$ cat config.mk
export PLATFORM = sky130hd
export DESIGN_NAME = rx_ack_nak_scheduler
export DESIGN_NICKNAME = d
export VERILOG_FILES = /design/src/rtl/rx_ack_nak_scheduler.sv
export SDC_FILE = /design/constraint.sdc
export NUM_CORES = 1
export LEC_CHECK = 0
export ABC_AREA = 1
export CORE_MARGIN = 8
export CORE_UTILIZATION = 46
export CTS_BUF_LIST = sky130_fd_sc_hd__clkbuf_8 sky130_fd_sc_hd__clkbuf_16
export CTS_CLUSTER_DIAMETER = 80
export DETAILED_ROUTE_END_ITERATION = 16
export PLACE_DENSITY_LB_ADDON = 0.12
export SLEW_MARGIN = 20
export SYNTH_ARGS = -nofsm -noshare
export SYNTH_HDL_FRONTEND = slang
export SYNTH_SLANG_ARGS = --single-unit
$ cat constraint.sdc
create_clock -name clk -period 3.35 [get_ports clk]
set_input_delay 0.8375 -clock clk [delete_from_list [all_inputs] [get_ports clk]]
set_output_delay 0.8375 -clock clk [all_outputs]
set_load 0.01 [all_outputs]
$ cat src/rtl/rx_ack_nak_scheduler.sv
// Receive-side DLL Ack/Nak scheduler: classifies each received TLP against
// NEXT_RCV_SEQ and requests Ack/Nak DLLPs from the DLLP transmit arbiter.
module rx_ack_nak_scheduler #(
  parameter int seq_num_width = 12,
  parameter int ack_latency   = 64,
  parameter int timer_width   = 8
) (
  input  logic                     clk,
  input  logic                     rst,
  input  logic                     tlp_done,
  input  logic [seq_num_width-1:0] tlp_seq_num,
  input  logic                     lcrc_ok,
  input  logic                     tlp_nullified,
  input  logic                     dllp_ack,
  output logic                     tlp_accept,
  output logic                     dllp_req,
  output logic                     dllp_type,
  output logic [seq_num_width-1:0] dllp_seq_num,
  output logic [seq_num_width-1:0] next_rcv_seq,
  output logic                     nak_scheduled,
  output logic                     ack_pending
);

  typedef enum logic [1:0] {IDLE, REQ_ACK, REQ_NAK} state_t;

  // Distances 1..2^(w-1) behind NEXT_RCV_SEQ are duplicates; larger ones mean a lost TLP.
  localparam logic [seq_num_width-1:0] dup_window = {1'b1, {(seq_num_width-1){1'b0}}};
  localparam logic [timer_width-1:0]   ack_trig   = timer_width'(ack_latency - 1);

  state_t state, state_nxt;

  logic                     nak_pend;
  logic                     ack_now;
  logic                     acc_since;
  logic [timer_width-1:0]   timer;
  logic [seq_num_width-1:0] seq_diff;
  logic [seq_num_width-1:0] next_seq_nxt;
  logic                     tlp_valid;
  logic                     accept_evt;
  logic                     dup_evt;
  logic                     nak_evt;
  logic                     nak_wait;
  logic                     ack_wait;
  logic                     timer_hit;
  logic                     ack_grant;
  logic                     nak_grant;
  logic                     capture;

  assign seq_diff     = next_rcv_seq - tlp_seq_num;
  assign tlp_valid    = tlp_done && !tlp_nullified;
  assign accept_evt   = tlp_valid && lcrc_ok && (seq_diff == '0);
  assign dup_evt      = tlp_valid && lcrc_ok && (seq_diff != '0) && (seq_diff <= dup_window);
  assign nak_evt      = tlp_valid && !nak_scheduled && (!lcrc_ok || (seq_diff > dup_window));
  assign next_seq_nxt = accept_evt ? next_rcv_seq + seq_num_width'(1) : next_rcv_seq;

  // Same-cycle events are folded in so a request can rise one cycle after tlp_done.
  assign nak_wait  = nak_pend || nak_evt;
  assign ack_wait  = ack_now || dup_evt;
  assign timer_hit = ack_pending && (timer >= ack_trig);
  assign ack_grant = dllp_ack && (state == REQ_ACK);
  assign nak_grant = dllp_ack && (state == REQ_NAK);
  assign capture   = (state == IDLE) && (state_nxt != IDLE);

  always_ff @(posedge clk or negedge rst) begin
    if (!rst) state <= IDLE;
    else      state <= state_nxt;
  end

  always_comb begin
    state_nxt = state;
    case (state)
      IDLE: begin
        if (nak_wait)                   state_nxt = REQ_NAK;
        else if (ack_wait || timer_hit) state_nxt = REQ_ACK;
      end
      REQ_ACK, REQ_NAK: begin
        if (dllp_ack) state_nxt = IDLE;
      end
      default: state_nxt = IDLE;
    endcase
  end

  always_comb begin
    dllp_req = (state != IDLE);
  end

  always_ff @(posedge clk or negedge rst) begin
    if (!rst) begin
      tlp_accept    <= 1'b0;
      next_rcv_seq  <= '0;
      nak_scheduled <= 1'b0;
      ack_pending   <= 1'b0;
      nak_pend      <= 1'b0;
      ack_now       <= 1'b0;
      acc_since     <= 1'b0;
      timer         <= '0;
      dllp_type     <= 1'b0;
      dllp_seq_num  <= '0;
    end else begin
      tlp_accept   <= accept_evt;
      next_rcv_seq <= next_seq_nxt;

      if (accept_evt)   nak_scheduled <= 1'b0;
      else if (nak_evt) nak_scheduled <= 1'b1;

      if (nak_evt)        nak_pend <= 1'b1;
      else if (nak_grant) nak_pend <= 1'b0;

      if (dup_evt)        ack_now <= 1'b1;
      else if (ack_grant) ack_now <= 1'b0;

      // A TLP accepted after the Ack was captured keeps ack_pending alive.
      if (accept_evt)                    ack_pending <= 1'b1;
      else if (ack_grant && !acc_since)  ack_pending <= 1'b0;

      if (capture && (state_nxt == REQ_ACK)) acc_since <= 1'b0;
      else if (accept_evt)                   acc_since <= 1'b1;

      if (!ack_pending || (capture && (state_nxt == REQ_ACK)))
        timer <= '0;
      else if ((state == IDLE) && !nak_wait && !ack_wait && (timer < ack_trig))
        timer <= timer + timer_width'(1);

      if (capture) begin
        dllp_type    <= (state_nxt == REQ_NAK);
        dllp_seq_num <= next_seq_nxt - seq_num_width'(1);
      end
    end
  end

endmodule

======== Yosys cells after proc, flatten, opt, wreduce, memory -nomap -nowiden ========
Cells that the tools add are included.
operators by class
  add/sub/neg operators ................... 4
  order comparisons ....................... 4
  equality and inequality tests ........... 4
  multiplexer cells ....................... 17
  reductions and logical operators ........ 40
operators with widths
  operator                                                            count
  logical AND 1 bit                                                   16
  two-way mux 8 bit                                                   2
  nonzero test 2 bit                                                  8
  adder 12 x 1 -> 12 bit (second input constant)                      1
  > comparator 12 bit (second input constant)                         1
  less-or-equal comparator 12 bit (second input constant)             1
  zero test 12 bit                                                    1
  two-way mux 12 bit                                                  1
  nonzero test 12 bit                                                 1
  subtractor 12 x 1 -> 12 bit (second input constant)                 1
  subtractor 12 bit                                                   1
  two-way mux 1 bit                                                   10
  adder 8 x 1 -> 8 bit (second input constant)                        1
  greater-or-equal comparator 8 x 6 -> 1 bit (second input constant)  1
  less-than comparator 8 x 6 -> 1 bit (second input constant)         1
  zero test 1 bit                                                     7
  two-way mux 2 bit                                                   3
  logical OR 1 bit                                                    5
  equality test 2 x 1 -> 1 bit (second input constant)                2
  equality test 2 bit (second input constant)                         2
  case mux 2 bit (2 select lines)                                     1
  zero test 2 bit                                                     1
  OR reduction 2 bit                                                  1
storage, ports and cells
  register bits after elaboration ......... 41
  bits of input ports ..................... 18
  logic and storage cells ................. 80

======== Depth between registers and ports, before layout ========
  depth in word-level cells ............... 15
  mapped depth ............................ 25
  mapped depth without buffers ............ 25

======== Worst setup path after synthesis ========
No wires, ideal clock.
  path kind ............................... input port to flip-flop
  start ................................... input port tlp_seq_num[5]
  end ..................................... register dllp_seq_num[8]
  data arrival time ....................... 3.086 ns
  path slack .............................. 0.147 ns
  cell stages on the path ................. 21
  path buffers ............................ 0
  cells stage by stage .................... inv_1 > ha_1 > nand2_2 > inv_2 > a21oi_2 > nand2_1 > nand2_1 > nand2_2 > nor2_4 > nand3b_4 > nor3_4 > nand2_2 > nand2_4 > ha_1 > nand2_1 > nor2_4 > nand2_1 > nand2_1 > nand2_1 > nand2_1 > nand2_1
between the ends
  word-level cells in the longest chain between the ends .. 11
  elaborated cells on any way between the ends .. 20
  classes of those cells .................. add/sub (2); order compare (2); mux (4); reduce/logical (12)
ends and longest elaborated chain
  item                                                                      RTL line  text
  start, declared                                                           11        input logic [seq_num_width-1:0] tlp_seq_num,
  subtractor 12 bit (*)                                                     49        assign seq_diff = next_rcv_seq - tlp_seq_num;
  branches (longest 10 deep; another with less-or-equal comparator 12 bit)  n/a
  end signal, assigned                                                      126       dllp_seq_num <= next_seq_nxt - seq_num_width'(1);
  end, declared                                                             18        output logic [seq_num_width-1:0] dllp_seq_num,
Every way passes the cells marked *.
A chain may end at the register's enable or synchronous reset.

======== Final worst setup path ========
  start ................................... input port tlp_seq_num[4]
  end ..................................... register dllp_seq_num[2]
Same word-level chain as after synthesis.

==> impl_metrics.csv <==
group,metric,value,unit
layout,area_growth_syn_to_layout,49.3,%
synthesis,seq_area_frac_synth,31.2,%
place,io_buffer_count,46,
synthesis,postSynthCellCount,491,
floorplanning,dieWidth,101,um
route,postRouteAntennaNets,0,
place,dpl.hpwl,6730,um
global_routing,antenna_found_initial,0,
critical_path,timing.critical_path.arrival,3410,ps
layout,final_layout_size_suffix_gt1_share,34.3,%
clock_tree,tritoncts_clock_tree,"yes",
pwr,areal_power_density_over_the_cells,429,nW/um2
clock_tree,path_clk_slew,90,ps
synthesis,share_of_synthesized_cell_area_in_and_or_nand_and_nor_gates,42.4,%
synthesis,synth_top_family_by_area,"simple AND/OR/NAND/NOR gates",
place,numPlacedInstances,673,
synthesis,post_synth_main_area_contributors,"dfrtp_1, nand2_1, inv_1",
clock_tree,clk_root_buffer_cell,"clkbuf_8",
route,first_iter_violations,151,
layout,num_antenna_cells,0,
timing,max_freq,0.311,GHz
route,avgViaCountPerCell,4.85,
global_routing,grt_max_degree,42,
synthesis,ys_top_cells_by_count,"nand2_1, inv_1, nand3_1",
synthesis,count_of_flip_flops_with_a_built_in_enable_after_synthesis,0,
hold_path,hold_start,"timer[7]$_DFFE_PN0P_",
layout,multiInputGateArea,2370,um2
route,drt-pass1-iter-count,4,
critical_path,path_max_fanout,6,
global_routing,vias_in_the_first_global_route,3424,
synthesis,synth_cell_type_count,32,
synthesis,postSynthAreaPerCell,6.70,um2
timing,finalCritPeriodShare,96.0,%
layout,utilization,69.2,%
layout,final-seq-area,1030,um2
synthesis,yosys.area.top_type_share,31.2,%
route,detailed_route_drc_error_count,0,
global_routing,grt.total_usage,18.9,%
floorplanning,placement_rows,31,
floorplanning,initial_utilization,46.3,%
timing,timing.final.max_slew_violations,0,
floorplanning,dieArea,10100,um2
place,globalplace.congestion,0.924,
synthesis,number_of_register_bits_inferred_by_synthesis,41,
floorplanning,io-pin-count,47,
clock_tree,max-clock-path-buffers,2,
synthesis,synth-compound-area-share,3.08,%
pwr,totalPowerFinal,2.11,mW
pwr,power.ir.vdd_worst,0.351,mV
critical_path,critical_path.endpoint_type,"flop",
floorplanning,floorplan.core_area,7100,um2
critical_path,crit-reg2reg-launch,"next_rcv_seq[5]$_DFF_PN0_",
timing,report.final.hold_viol_count,0,
synthesis,synth_ff_type,"dfrtp_1",
critical_path,worstSetupStartpoint,"tlp_seq_num[4]",
run,max_cap_violations,0,
layout,final_non_filler_cell_area,4910,um2
global_routing,globalRouteOverflowTotal,0,
critical_path,crit_required,3540,ps
timing,fin_crit,3220,ps
route,routed_wl,9520,um
synthesis,synth_nets,527,
timing,max_slew.worst_pin.slew,909,ps
synthesis,synth-async-reset-ratio,100,%
synthesis,synth-xor-area-share,4.79,%
synthesis,synth.area.mux_share,0,%
global_routing,grt_first_pass_wirelength,15500,um
layout,nets,633,
clock_tree,clk-insertion-delay-late,300,ps
synthesis,synth_largest_area_cell,"dfrtp_1",
clock_tree,number_of_sinks_driven_by_the_clock_tree,41,
clock_tree,htreeDepth,2,
timing,number_of_setup_violations_in_the_final_report,0,
hold_path,timing.hold.worst.class,"reg -> reg",
critical_path,worst_setup_path_start_kind,"input port",
pwr,power_leakage,2.58,nW
layout,layout.filler_cells,566,
synthesis,synth_warn,0,
synthesis,synth_fa_ha_area_share,6.85,%
floorplanning,die_h,101,um
status,outcome,"finished clean",
synthesis,synth_most_common_cell,"nand2_1",
route,routed-via-count,3379,
route,route.detailed.wl_per_inst,13.7,um
timing,post-route-worst-setup-slack,135,ps
clock_tree,cts_buffers,5,
place,post_dp_cell_area,4150,um2
timing,relSlewSlack,39.4,%
critical_path,criticalPathCategory,"in -> reg",
layout,final-instance-count-excl-fill,697,
synthesis,syn-cell-area,3290,um2
timing,finalClockSkew,7.98,ps
place,pre_cts_ws,-587,ps
-- worst max-delay path, cell delays in order --
cell           delay (ps)
dlygate4sd2_1         240
inv_2                  60
ha_4                  220
nand2_4               100
inv_2                  40
nand2_1                60
nand2_1                60
nand2_2                70
nand3_2                80
nand2_2                80
nand2_2                80
nor2_2                120
nand2_2                80
buf_6                 120
nor2_4                150
nor2_2                 70
nand2_2               100
nand4_1                90
nand2_1                90
nand2_2                60
nand2_2               110
nand3_4               140
clkbuf_16             210
nand3_1                60
nand2_1                50
-- sequential cells by signal (all words and copies together) (netlist names) --
register,flops
ack_now,1
tlp_accept,1
acc_since,1
nak_scheduled,1
state,2
dllp_seq_num,12
next_rcv_seq,12
dllp_type,1
ack_pending,1
timer,8
nak_pend,1
-- per-layer routing --
metal | GRT usage, % | vias up | wire (um)
li1 | - | 1719 | -
met1 | 22.0 | 1573 | 4110
met2 | 33.9 | 75 | 4840
met3 | 3.87 | 12 | 458
met4 | 5.23 | 0 | 119
met5 | 0 | - | 0
-- what timing repair did --
item | in CTS | in global routing
hold buffers | 0 | 0
endpoints found under the setup margin | 21 | 23
pin swaps | 42 | 67
cloned | 0 | 2
gates resized for setup | 75 | 70
buffers inserted | 5 | 9
-- cell usage in the layout, fill, tap and decap left out, types with 4 or more instances in the layout --
cell / netlist / final
nand2_4: 1 / 14
nor3_1: 7 / 7
inv_2: 3 / 17
nor2_4: 5 / 13
ha_4: 0 / 11
a21oi_2: 1 / 4
dfrtp_1: 41 / 41
dlygate4sd2_1: 0 / 4
nand4_1: 10 / 10
inv_1: 93 / 79
dlymetal6s2s_1: 0 / 5
ha_1: 18 / 6
nor2_2: 8 / 9
nand2_2: 19 / 48
nand2_1: 169 / 126
nand3_1: 45 / 34
clkdlybuf4s50_1: 0 / 34
xor2_1: 16 / 16
o21ai_0: 5 / 5
nor2_1: 28 / 19
nand3_2: 3 / 12
clkbuf_8: 0 / 5
buf_6: 1 / 6
buf_4: 1 / 48
-- power by group --
part	switching, mW	leakage (nW)	internal, mW
registers	0.0496	0.503	0.574
logic	0.610	2.02	0.468
clock network	0.185	0.0585	0.223
total	0.844	2.58	1.26
-- area by class of cell --
cell class,count,area share [%]
clock inverter,3,0.892
tap,99,2.52
inverter,96,7.34
clock buffer,5,1.40
sequential,41,20.9
timing repair buffer,102,18.8
multi-input combinational,351,48.2
-- worst paths after layout --
check	slack, ps	endpoint	cells after the start
max	130	dllp_seq_num[2]$_DFFE_PN0P_	25
min	500	timer[7]$_DFFE_PN0P_	2
max reg2reg	390	dllp_seq_num[1]$_DFFE_PN0P_	22
min reg2reg	500	timer[7]$_DFFE_PN0P_	2
max in group asynchronous	2110	next_rcv_seq[4]$_DFF_PN0_	1
min in group asynchronous	660	nak_scheduled$_DFFE_PN0P_	1
-- metrics by stage --
step,hold WS (ps),TNS (ps)
after floorplan,457,0
after global placement,473,-9780
after detailed placement,481,-10520
after CTS,503,0
after global routing,524,-93.5
final,495,0
-- cells by family after synthesis --
kind of cell             count (synthesis)
flip-flops                              41
adder cells (fa/ha/maj)                 18
XOR/XNOR                                18
AND/OR/NAND/NOR                        300
buffers and inverters                   99
AO/OA/AOI/OAI                           15
Note: power is estimated with default switching activity, not from simulation.
